<file path="config.mk">
export PLATFORM = sky130hd
export DESIGN_NAME = vend_scheduler
export DESIGN_NICKNAME = d
export VERILOG_FILES = /design/src/rtl/vend_scheduler.sv
export SDC_FILE = /design/constraint.sdc
export NUM_CORES = 1
export LEC_CHECK = 0
export ABC_AREA = 1
export BUFFER_PORTS_ARGS = -buffer_cell sky130_fd_sc_hd__buf_2
export CAP_MARGIN = 20
export CORE_ASPECT_RATIO = 1.1
export CORE_UTILIZATION = 60
export CTS_BUF_LIST = sky130_fd_sc_hd__clkbuf_16
export CTS_CLUSTER_DIAMETER = 80
export DETAILED_ROUTE_END_ITERATION = 8
export GPL_TIMING_DRIVEN = 0
export PLACE_DENSITY_LB_ADDON = 0.2
export SETUP_SLACK_MARGIN = 0.02
export SYNTH_ARGS = -nofsm -noshare
export SYNTH_HDL_FRONTEND = slang
export SYNTH_SLANG_ARGS = --single-unit
</file>
<file path="constraint.sdc">
create_clock -name clk -period 4.1 [get_ports clk]
set_clock_uncertainty 0.05 [all_clocks]
set_input_delay 0.41 -clock clk [delete_from_list [all_inputs] [get_ports clk]]
set_output_delay 0.41 -clock clk [all_outputs]
set_load 0.02 [all_outputs]
</file>
<file path="src/rtl/vend_scheduler.sv">
// Dispense motor scheduler: queues coin credits, round-robins them against maintenance
// test-vends, runs the motor start/done handshake and latches timeout/overflow faults.
module vend_scheduler #(
   parameter int unsigned CREDIT_MAX     = 7,
   parameter int unsigned TIMEOUT_CYCLES = 1000,
   parameter int unsigned GAP_CYCLES     = 4,
   localparam int unsigned PW = $clog2(CREDIT_MAX + 1)
) (
   input  logic          clk,
   input  logic          reset,
   input  logic          dispense,
   input  logic          serviceReq,
   input  logic          motorDone,
   output logic          motorStart,
   output logic          serviceAck,
   output logic [PW-1:0] pending,
   output logic          busy,
   output logic          overflow,
   output logic          fault
);

   localparam int unsigned CNT_MAX = (TIMEOUT_CYCLES > GAP_CYCLES) ? TIMEOUT_CYCLES : GAP_CYCLES;
   localparam int unsigned CW = $clog2(CNT_MAX + 1);

   localparam logic [2:0] StIdle       = 3'd0;
   localparam logic [2:0] StRunCredit  = 3'd1;
   localparam logic [2:0] StRunService = 3'd2;
   localparam logic [2:0] StGap        = 3'd3;
   localparam logic [2:0] StFault      = 3'd4;

   logic [2:0]    state_q, state_d;
   logic [CW-1:0] cnt_q, cnt_d;
   logic [PW-1:0] pending_d;
   logic          prefer_svc_q, prefer_svc_d;
   logic          disp_q, edge_q;
   logic          overflow_d, fault_d, ack_d, start_d, busy_d, dec;

   always_comb begin
      state_d      = state_q;
      cnt_d        = cnt_q;
      prefer_svc_d = prefer_svc_q;
      pending_d    = pending;
      overflow_d   = overflow;
      fault_d      = fault;
      ack_d        = 1'b0;
      dec          = 1'b0;

      case (state_q)
         StIdle: begin
            // Credit wins unless service is also asking and it is service's turn.
            if ((pending != '0) && !(serviceReq && prefer_svc_q)) begin
               state_d = StRunCredit;
               cnt_d   = '0;
            end else if (serviceReq) begin
               state_d = StRunService;
               cnt_d   = '0;
            end
         end
         StRunCredit, StRunService: begin
            if (motorDone) begin
               state_d = StGap;
               cnt_d   = '0;
               if (state_q == StRunCredit) begin
                  dec          = 1'b1;
                  prefer_svc_d = 1'b1;
               end else begin
                  ack_d        = 1'b1;
                  prefer_svc_d = 1'b0;
               end
            end else if (cnt_q == CW'(TIMEOUT_CYCLES - 1)) begin
               state_d = StFault;
               fault_d = 1'b1;
            end else begin
               cnt_d = cnt_q + CW'(1);
            end
         end
         StGap: begin
            if (cnt_q == CW'(GAP_CYCLES - 1)) begin
               state_d = StIdle;
               cnt_d   = '0;
            end else begin
               cnt_d = cnt_q + CW'(1);
            end
         end
         StFault: ;
         default: state_d = StIdle;
      endcase

      if (edge_q && !dec) begin
         if (pending == PW'(CREDIT_MAX)) overflow_d = 1'b1;
         else                            pending_d  = pending + PW'(1);
      end else if (dec && !edge_q && (pending != '0)) begin
         pending_d = pending - PW'(1);
      end

      start_d = (state_d == StRunCredit) || (state_d == StRunService);
      busy_d  = start_d || (state_d == StGap);
   end

   always_ff @(posedge clk) begin
      if (!reset) begin
         state_q      <= StIdle;
         cnt_q        <= '0;
         prefer_svc_q <= 1'b0;
         disp_q       <= 1'b0;
         edge_q       <= 1'b0;
         pending      <= '0;
         motorStart   <= 1'b0;
         serviceAck   <= 1'b0;
         busy         <= 1'b0;
         overflow     <= 1'b0;
         fault        <= 1'b0;
      end else begin
         state_q      <= state_d;
         cnt_q        <= cnt_d;
         prefer_svc_q <= prefer_svc_d;
         disp_q       <= dispense;
         edge_q       <= dispense & ~disp_q;
         pending      <= pending_d;
         motorStart   <= start_d;
         serviceAck   <= ack_d;
         busy         <= busy_d;
         overflow     <= overflow_d;
         fault        <= fault_d;
      end
   end

endmodule
</file>
## Word level (Yosys, flattened, before mapping)

Cells that the tools add are included.

| operators by class | value |
|---|---|
| add/subtract/negate cells | 3 |
| equal/unequal tests | 13 |
| multiplexer cells | 19 |
| bitwise operators | 3 |
| reductions and logical operators | 21 |

Operators by type and width:

| kind | number |
|---|---|
| 10-bit two-way mux | 5 |
| 10-bit case mux with 3 select lines | 1 |
| 3-bit two-way mux | 8 |
| 3-bit by 2-bit equality test with 1-bit output (second input constant) | 4 |
| 3-bit case mux with 4 select lines | 1 |
| 10-bit by 1-bit adder with 10-bit output (second input constant) | 1 |
| 10-bit equality test (second input constant) | 1 |
| 10-bit by 2-bit equality test with 1-bit output (second input constant) | 1 |
| 3-bit AND reduction | 3 |
| 3-bit by 1-bit equality test with 1-bit output (second input constant) | 2 |
| 3-bit equality test (second input constant) | 2 |
| 3-bit != test (second input constant) | 2 |
| 2-bit AND reduction | 3 |
| 3-bit nonzero test | 2 |
| 1-bit logical AND | 5 |
| 1-bit two-way mux | 4 |
| 3-bit by 1-bit adder with 3-bit output (second input constant) | 1 |
| 1-bit logical NOT | 3 |
| 3-bit logical NOT | 1 |
| 3-bit by 1-bit subtractor with 3-bit output (second input constant) | 1 |
| 1-bit logical OR | 2 |
| 2-bit != test (second input constant) | 1 |
| 1-bit inverter | 2 |
| 2-bit nonzero test | 1 |
| 2 further kinds | 2 |

| storage, ports and cells | value |
|---|---|
| flip-flop bits (word level) | 24 |
| output and inout bits | 8 |
| logic and storage cells | 70 |

## Depth between registers and ports, before layout

Gate-level depths: netlist of run 1.

| depth | value |
|---|---|
| word-level depth | 8 |
| depth in mapped cells | 12 |

## Worst setup path before layout of run 1

Ideal clock, no wire load.

| timing path | value |
|---|---|
| path type | flip-flop to flip-flop |
| start point | register state_q[2] |
| end point | register pending[2] |
| setup time | 113 ps |
| arrival | 1552 ps |
| required time | 3937 ps |
| slack | 2385 ps |
| cell stages (with the launch flop) | 10 |
| period minus slack after synthesis | 1715 ps |
| path through | dfxtp_1 > inv_2 > nand4_1 > nand2_1 > fa_1 > or2_1 > nand2_1 > nor2_1 > nor2_1 > nor2_1 |

| between the ends | value |
|---|---|
| word-level cells in the longest chain between the ends | 8 |
| elaborated cells between the ends (all ways) | 14 |

Ends and longest elaborated chain:

| what | RTL line | text |
|---|---|---|
| start, declared | 31 | `logic [2:0] state_q, state_d;` |
| start signal, assigned | 102 | `state_q <= StIdle;` |
| start signal, assigned | 114 | `state_q <= state_d;` |
| 3-bit by 1-bit equality test with 1-bit output | 48, 63 |  |
| 1-bit two-way mux | 63 | `if (state_q == StRunCredit) begin` |
| 1-bit two-way mux | 60 | `if (motorDone) begin` |
| 1-bit two-way mux (*) | 48 | `case (state_q)` |
| 1-bit logical NOT / 1-bit logical AND (equally long branches) | 89, 92 |  |
| 1-bit logical AND (on tied branches) | 89, 92 |  |
| 2-bit != test (no source line) / 2-bit nonzero test (equally long branches) | -- |  |
| 2-bit AND reduction (no source line) | -- |  |
| end signal, assigned | 119 | `pending <= pending_d;` |
| end, declared | 16 | `output logic [PW-1:0] pending,` |

Every way passes the cells marked *; elsewhere a longest branch is shown, timed or not.
A chain may end at the register's enable or synchronous reset.

## Worst setup path in the final report of run 1

Ends and elaborated chain as after synthesis.

==> flow_summary.yaml, run 1 <==
outcome:
  status: "finished clean"
floorplan:
  die_w_um: 47.25
  initial_core_util_pct: 65.49
  die_h_um: 51.78
  io_pins: 13
  num_rows: 17
  core_area_um2: 2063
  die_area_um2: 2446
timing:
  relSlewSlack_pct: 66.96
  rsz0062_at_grt: "no"
  fin_crit_sh_pct: 46.94
  period_needed_ns: 1.924
  hold_viol: 0
  drv_slew: 0
  setup-tns-final_ns: 0
  max_slew.worst_pin.slew_ns: 0.4956
  fin_hold_ws_ns: 0.3203
  fmax_ghz: 0.5196
  worst_slack_ns: 2.176
  setup-violations-final: 0
route:
  ant_nets: 0
  routed_wl_um: 3040
  first_iter_violations: 57
  wl_per_cell_um: 12.11
  vias: 1416
  route.detailed.drc: 0
  viasPerCell: 5.641
  drt_pass1_iterations: 5
setup_path:
  critPathMaxStageDelay_ns: 0.45
  crit_top_cell: "nor2_1"
  crit_chain: "inv_2, nand4_1, nand2_1, fa_1, or2_1, nand2_1, nor2_1, nor2_1, nor2_1"
  critical_path_class: "flip-flop to flip-flop"
  crit_fanout: 6
  start_kind: "flip-flop"
  crit_required_ns: 4.21
  end_kind: "flip-flop"
  crit_arrival_ns: 2.03
  critPathSlowestCell: "dfxtp_1"
synthesis:
  synth_seq_cells: 24
  ys_seq_area_share_pct: 35.56
  syn_inst: 209
  yosysWarningCount: 0
  synth_area_um2: 1351
  synth_cell_types: 27
  syn_area_per_cell_um2: 6.466
  synth_fp_nets: 216
clocking:
  cts_tree: "built"
  cts_max_path_buffers: 2
  clockRootBuffer: "clkbuf_16"
  ctsHoldBuffers: 0
  clk_pin_slew_ns: 0.06
  insertion_delay_ns: 0.26
  cts_buffers: 3
  postCtsSetupBuffers: 0
  post_cts_resized: 0
  cts.sink_count: 24
  cts_max_level: 1
finish:
  drive_gt1_share_pct: 11.66
  fillers: 193
  final-seq-area_um2: 480.5
  diodes: 0
  fin_nets: 232
  multi_input_area_um2: 764.5
  fin_util_pct: 73.50
  syn2layout_area_growth_pct: 12.22
min_path:
  hold_path_class: "input pin to flip-flop"
global_route:
  grt_use_total_pct: 29.06
  grt_max_degree: 13
  antenna_found_initial: 0
  grt.overflow.total: 0
  grt_pass1_wl_um: 5030
  grt_pass1_vias: 1274
pwr:
  pwr-share-seq_pct: 38.8
  powerDensity_nw_per_um2: 486.1
  peakVddDrop_mv: 0.3937
  combPwrFrac_pct: 32.9
  p_clk_share_pct: 28.4
  p_sw_uw: 268.6
  p_leak_uw: 0.0006674
  intPower_uw: 468.6
  switching_share_pct: 36.44
job:
  cap_violations: 0
placement:
  gp_congestion: 0.9500
  io_buffers: 11
  hpwl_um: 2242
  place_ws_ns: 2.198
power groups by stage:
stage,combinational [uW],clock (uW),sequential (uW)
final,242,209,286
after detailed placement,239,0,290
after CTS,241,211,285
after floorplan,163,0,307
after global placement,231,0,288
after global routing,269,220,290
final timing paths:
check,end,cells after the start,from,slack (ns)
hold reg to reg,edge_q,1,disp_q,0.35
hold / removal,disp_q,3,dispense,0.32
setup reg to reg,pending[2],9,state_q[2],2.18
setup / recovery,pending[2],9,state_q[2],2.18
worst max-delay path, delay by kind of cell, from the launching register on:
kind          cells  cell delay (ns)
fa+ha+maj         1             0.40
buf+inv           1             0.12
flops             1             0.45
simple gates      7             0.80
placed cells by master, fill, tap and decap left out, types with 2 or more instances in the layout:
| master | synthesis | final |
|---|---|---|
| nand3_1 | 22 | 22 |
| a21oi_1 | 15 | 15 |
| clkbuf_16 | 0 | 3 |
| nor2_1 | 28 | 28 |
| o21ai_0 | 8 | 8 |
| buf_2 | 1 | 12 |
| dfxtp_1 | 24 | 24 |
| nor3_1 | 5 | 5 |
| inv_1 | 23 | 23 |
| nand4_1 | 7 | 7 |
| nand2_2 | 3 | 3 |
| nand2_1 | 56 | 56 |
| o21ai_1 | 2 | 2 |
routing by layer:
metal / wire, um / part of all wire, % / global-route usage [%] / vias up
met3: 191 / 6.3 / 6.597 / 11
met4: 82 / 2.7 / 19.52 / 0
met5: 0 / 0 / 0 / -
li1: - / - / - / 710
met2: 1490 / 49 / 47.26 / 49
met1: 1276 / 42 / 32.39 / 646
cells by family (layout without fill, tap and decap cells):
kind of cell	after synthesis	in the layout	share of synthesized area (%)
flops	24	24	35.56
buf+inv	27	41	7.869
simple gates	128	128	43.15
fa+ha+maj	2	2	2.407
compound gates	28	28	11.02
synthesized netlist by cell type:
cell	count	area (um2)
nor3_1	5	25.02
a21oi_1	15	75.07
buf_4	1	7.510
nor3_2	1	10.01
nand2_2	3	18.77
o21bai_1	1	7.510
clkbuf_1	1	3.750
nor2_2	1	6.260
dfxtp_1	24	480.5
or2_1	1	6.260
fa_1	1	20.02
nor3b_1	1	7.510
nor2_1	28	105.1
inv_1	23	86.33
nor2_4	1	11.26
o21ai_1	2	10.01
o21a_1	1	7.510
ha_1	1	12.51
o21ai_2	1	8.760
inv_2	1	3.750
nand3_1	22	110.1
buf_2	1	5.000
nand4_1	7	43.79
nand2_1	56	210.2
nand3b_2	1	11.26
o21ai_0	8	40.04
nand3_4	1	17.52
cell type report:
| class | count | area share (%) |
|---|---|---|
| multi-input cells | 158 | 50.41 |
| flip-flops and latches | 24 | 31.68 |
| inverters | 24 | 5.941 |
| clock buffers | 3 | 4.951 |
| repair buffers | 11 | 3.630 |
| well taps | 28 | 2.310 |
| plain buffers | 3 | 1.073 |
per-stage QoR:
stage	total power, uW	instance area [um2]	instances
after global routing	778.2	1516	251
after floorplan	470.1	1351	209
after detailed placement	528.7	1441	248
after global placement	518.4	1441	248
final	737.2	1516	251
after CTS	736.9	1516	251
flip-flops by register name, indices dropped and copies added (netlist names):
| register | flops |
|---|---|
| cnt_q | 10 |
| pending | 3 |
| state_q | 3 |
| busy | 1 |
| disp_q | 1 |
| edge_q | 1 |
| fault | 1 |
| motorStart | 1 |
| overflow | 1 |
| prefer_svc_q | 1 |
| serviceAck | 1 |
Power figures use the tool's default switching activity.
==> run 2, diff against run 1 <==
--- a/config.mk
+++ b/config.mk
@@ -9,7 +9,7 @@
 export BUFFER_PORTS_ARGS = -buffer_cell sky130_fd_sc_hd__buf_2
 export CAP_MARGIN = 20
 export CORE_ASPECT_RATIO = 1.1
-export CORE_UTILIZATION = 60
+export CORE_UTILIZATION = 52
 export CTS_BUF_LIST = sky130_fd_sc_hd__clkbuf_16
 export CTS_CLUSTER_DIAMETER = 80
 export DETAILED_ROUTE_END_ITERATION = 8
==> constraint.sdc (replaced) <==
create_clock -name clk -period 1.6 [get_ports clk]
set_clock_uncertainty 0.05 [all_clocks]
set_input_delay 0.16 -clock clk [delete_from_list [all_inputs] [get_ports clk]]
set_output_delay 0.16 -clock clk [all_outputs]
set_load 0.02 [all_outputs]
==> run 2 against run 1 <==
  * Fmax increased by 25%
  * Utilization decreased by 6.5 points
  * Power increased to 2.7 times the previous value
  * Worst setup slack got worse by 2.1 ns
  * Final cell count increased by 4.0%
  * Global-route usage decreased by 4.9 points
  * Highest routed layer unchanged
==> flow_summary.yaml, run 2 (same netlist as run 1, synthesis figures left out) <==
outcome:
  status: "finished clean"
clocking:
  cts_buffers: 3
  clk_pin_slew_ns: 0.06
  cts_tree: "built"
  cts_max_path_buffers: 2
  insertion_delay_ns: 0.25
  cts.sink_count: 24
  clockRootBuffer: "clkbuf_16"
  cts_max_level: 1
finish:
  diodes: 0
  final_common_cell: "nand2_1"
  multi_input_area_um2: 828.3
  final_cell_mix: "nand2_1 (51), nor2_1 (25), inv_1 (22)"
  fillers: 216
  fin_nets: 238
  drive_gt1_share_pct: 23.91
  reg.largest.list: "cnt_q x10, pending x3, state_q x3"
  largest_register_ffs: 10
  largest_register: "cnt_q"
  syn2layout_area_growth_pct: 22.59
  stdcell_area_um2: 1657
  final-seq-area_um2: 493.0
timing:
  setup-tns-final_ns: 0
  fin_crit_sh_pct: 96.46
  rsz0062_at_grt: "yes"
  setup-violations-final: 0
  max_slew.worst_pin.slew_ns: 0.5065
  relSlewSlack_pct: 66.23
  hold_viol: 0
  period_needed_ns: 1.543
  fmax_ghz: 0.6479
  drv_slew: 0
pwr:
  intPower_uw: 1287
  combPwrFrac_pct: 37.0
  p_sw_uw: 735.3
  switching_share_pct: 36.35
  pwr-share-seq_pct: 37.1
  peakVddDrop_mv: 1.101
  p_clk_share_pct: 25.9
  p_leak_uw: 0.0007162
  powerDensity_nw_per_um2: 1221
floorplan:
  die_w_um: 50.61
  core_area_um2: 2472
  num_rows: 19
  die_area_um2: 2807
  io_pins: 13
  initial_core_util_pct: 54.66
  die_h_um: 55.47
global_route:
  grt_use_total_pct: 24.17
  grt_pass1_wl_um: 5299
  grt_pass1_vias: 1373
  grt_max_degree: 14
  antenna_found_initial: 0
  grt.overflow.total: 0
route:
  ant_nets: 0
  routed_wl_um: 3157
  route.detailed.drc: 0
  wl_per_cell_um: 12.10
  viasPerCell: 5.464
  first_iter_violations: 38
  drt_pass1_iterations: 4
  vias: 1426
setup_path:
  crit_required_ns: 1.70
  cp_num_buf_inv: 1
  end_kind: "flip-flop"
  critPathSlowestCell: "dfxtp_4"
  reg2reg_slack_ns: 0.06
  crit_chain: "inv_6, nand4_1, nand2_2, fa_2, or2_1, nand2_1, nor2_1, nor2_1, nor2_1"
  crit_fanout: 3
  crit_arrival_ns: 1.64
  start_kind: "flip-flop"
  critical_path_class: "flip-flop to flip-flop"
  crit_top_cell: "nor2_1"
  critPathMaxStageDelay_ns: 0.37
  cpLargestDelayFamily: "simple AND/OR/NAND/NOR gates"
min_path:
  hold_path_class: "input pin to flip-flop"
placement:
  io_buffers: 11
  placed_cell_area_um2: 1456
  gp_congestion: 0.9586
  hpwl_um: 2262
job:
  cap_violations: 0
run 2: routing by layer:
metal  part of all wire (%)  track usage [%]
met5                      0                0
met4                    2.1            10.71
met3                    3.2            3.030
met2                     53            43.05
met1                     42            28.15
run 2: cell type report:
| cell class | count | share of cell area, % |
|---|---|---|
| Inverter | 24 | 5.740 |
| Clock buffer | 3 | 4.532 |
| Multi-Input combinational cell | 158 | 50.00 |
| Sequential cell | 24 | 29.76 |
| Tap cell | 31 | 2.341 |
| Timing Repair Buffer | 17 | 6.042 |
| Buffer | 3 | 1.360 |
| Clock inverter | 1 | 0.2266 |
run 2: tightest hold or removal path, delay by kind of cell:
kind	cells	cell delay [ns]
buf+inv	2	0.13
simple gates	1	0.05
run 2: timing repair:
| item | CTS | global route |
|---|---|---|
| buffers inserted | 3 | 3 |
| pin swaps | 2 | 9 |
| hold buffers | 0 | 0 |
| resized for setup | 2 | 25 |
| gates cloned | 0 | 0 |
| setup endpoints to repair | 4 | 15 |
run 2: path summary, 6_finish.rpt:
kind,to,cells past startpoint,start
worst max register to register,pending[2],9,state_q[2]
worst max-delay path,pending[2],9,state_q[2]
worst min register to register,edge_q,1,disp_q
worst min-delay path,disp_q,3,dispense
run 2: power by group through the flow:
stage	logic (uW)	clock network, uW	registers (uW)
final	749	524	750
after global routing	831	558	763
after CTS	640	533	731
after detailed placement	619	0	743
after global placement	597	0	736
after floorplan	420	0	785
run 2: through the flow:
stage / instances / total power [uW] / utilization [%] / hold slack, ns / setup slack [ns]
2_1_floorplan: 209 / 1206 / - / 0.2215 / 0.02412
3_5_place_dp: 251 / 1362 / 58.91 / 0.3203 / -0.09544
3_3_place_gp: 251 / 1334 / 58.91 / 0.3065 / -0.06323
4_1_cts: 258 / 1904 / 63.46 / 0.06139 / 0.006195
5_1_grt: 261 / 2152 / 67.00 / 0.06609 / -0.05551
6_report: 261 / 2023 / 67.00 / 0.06209 / 0.05656
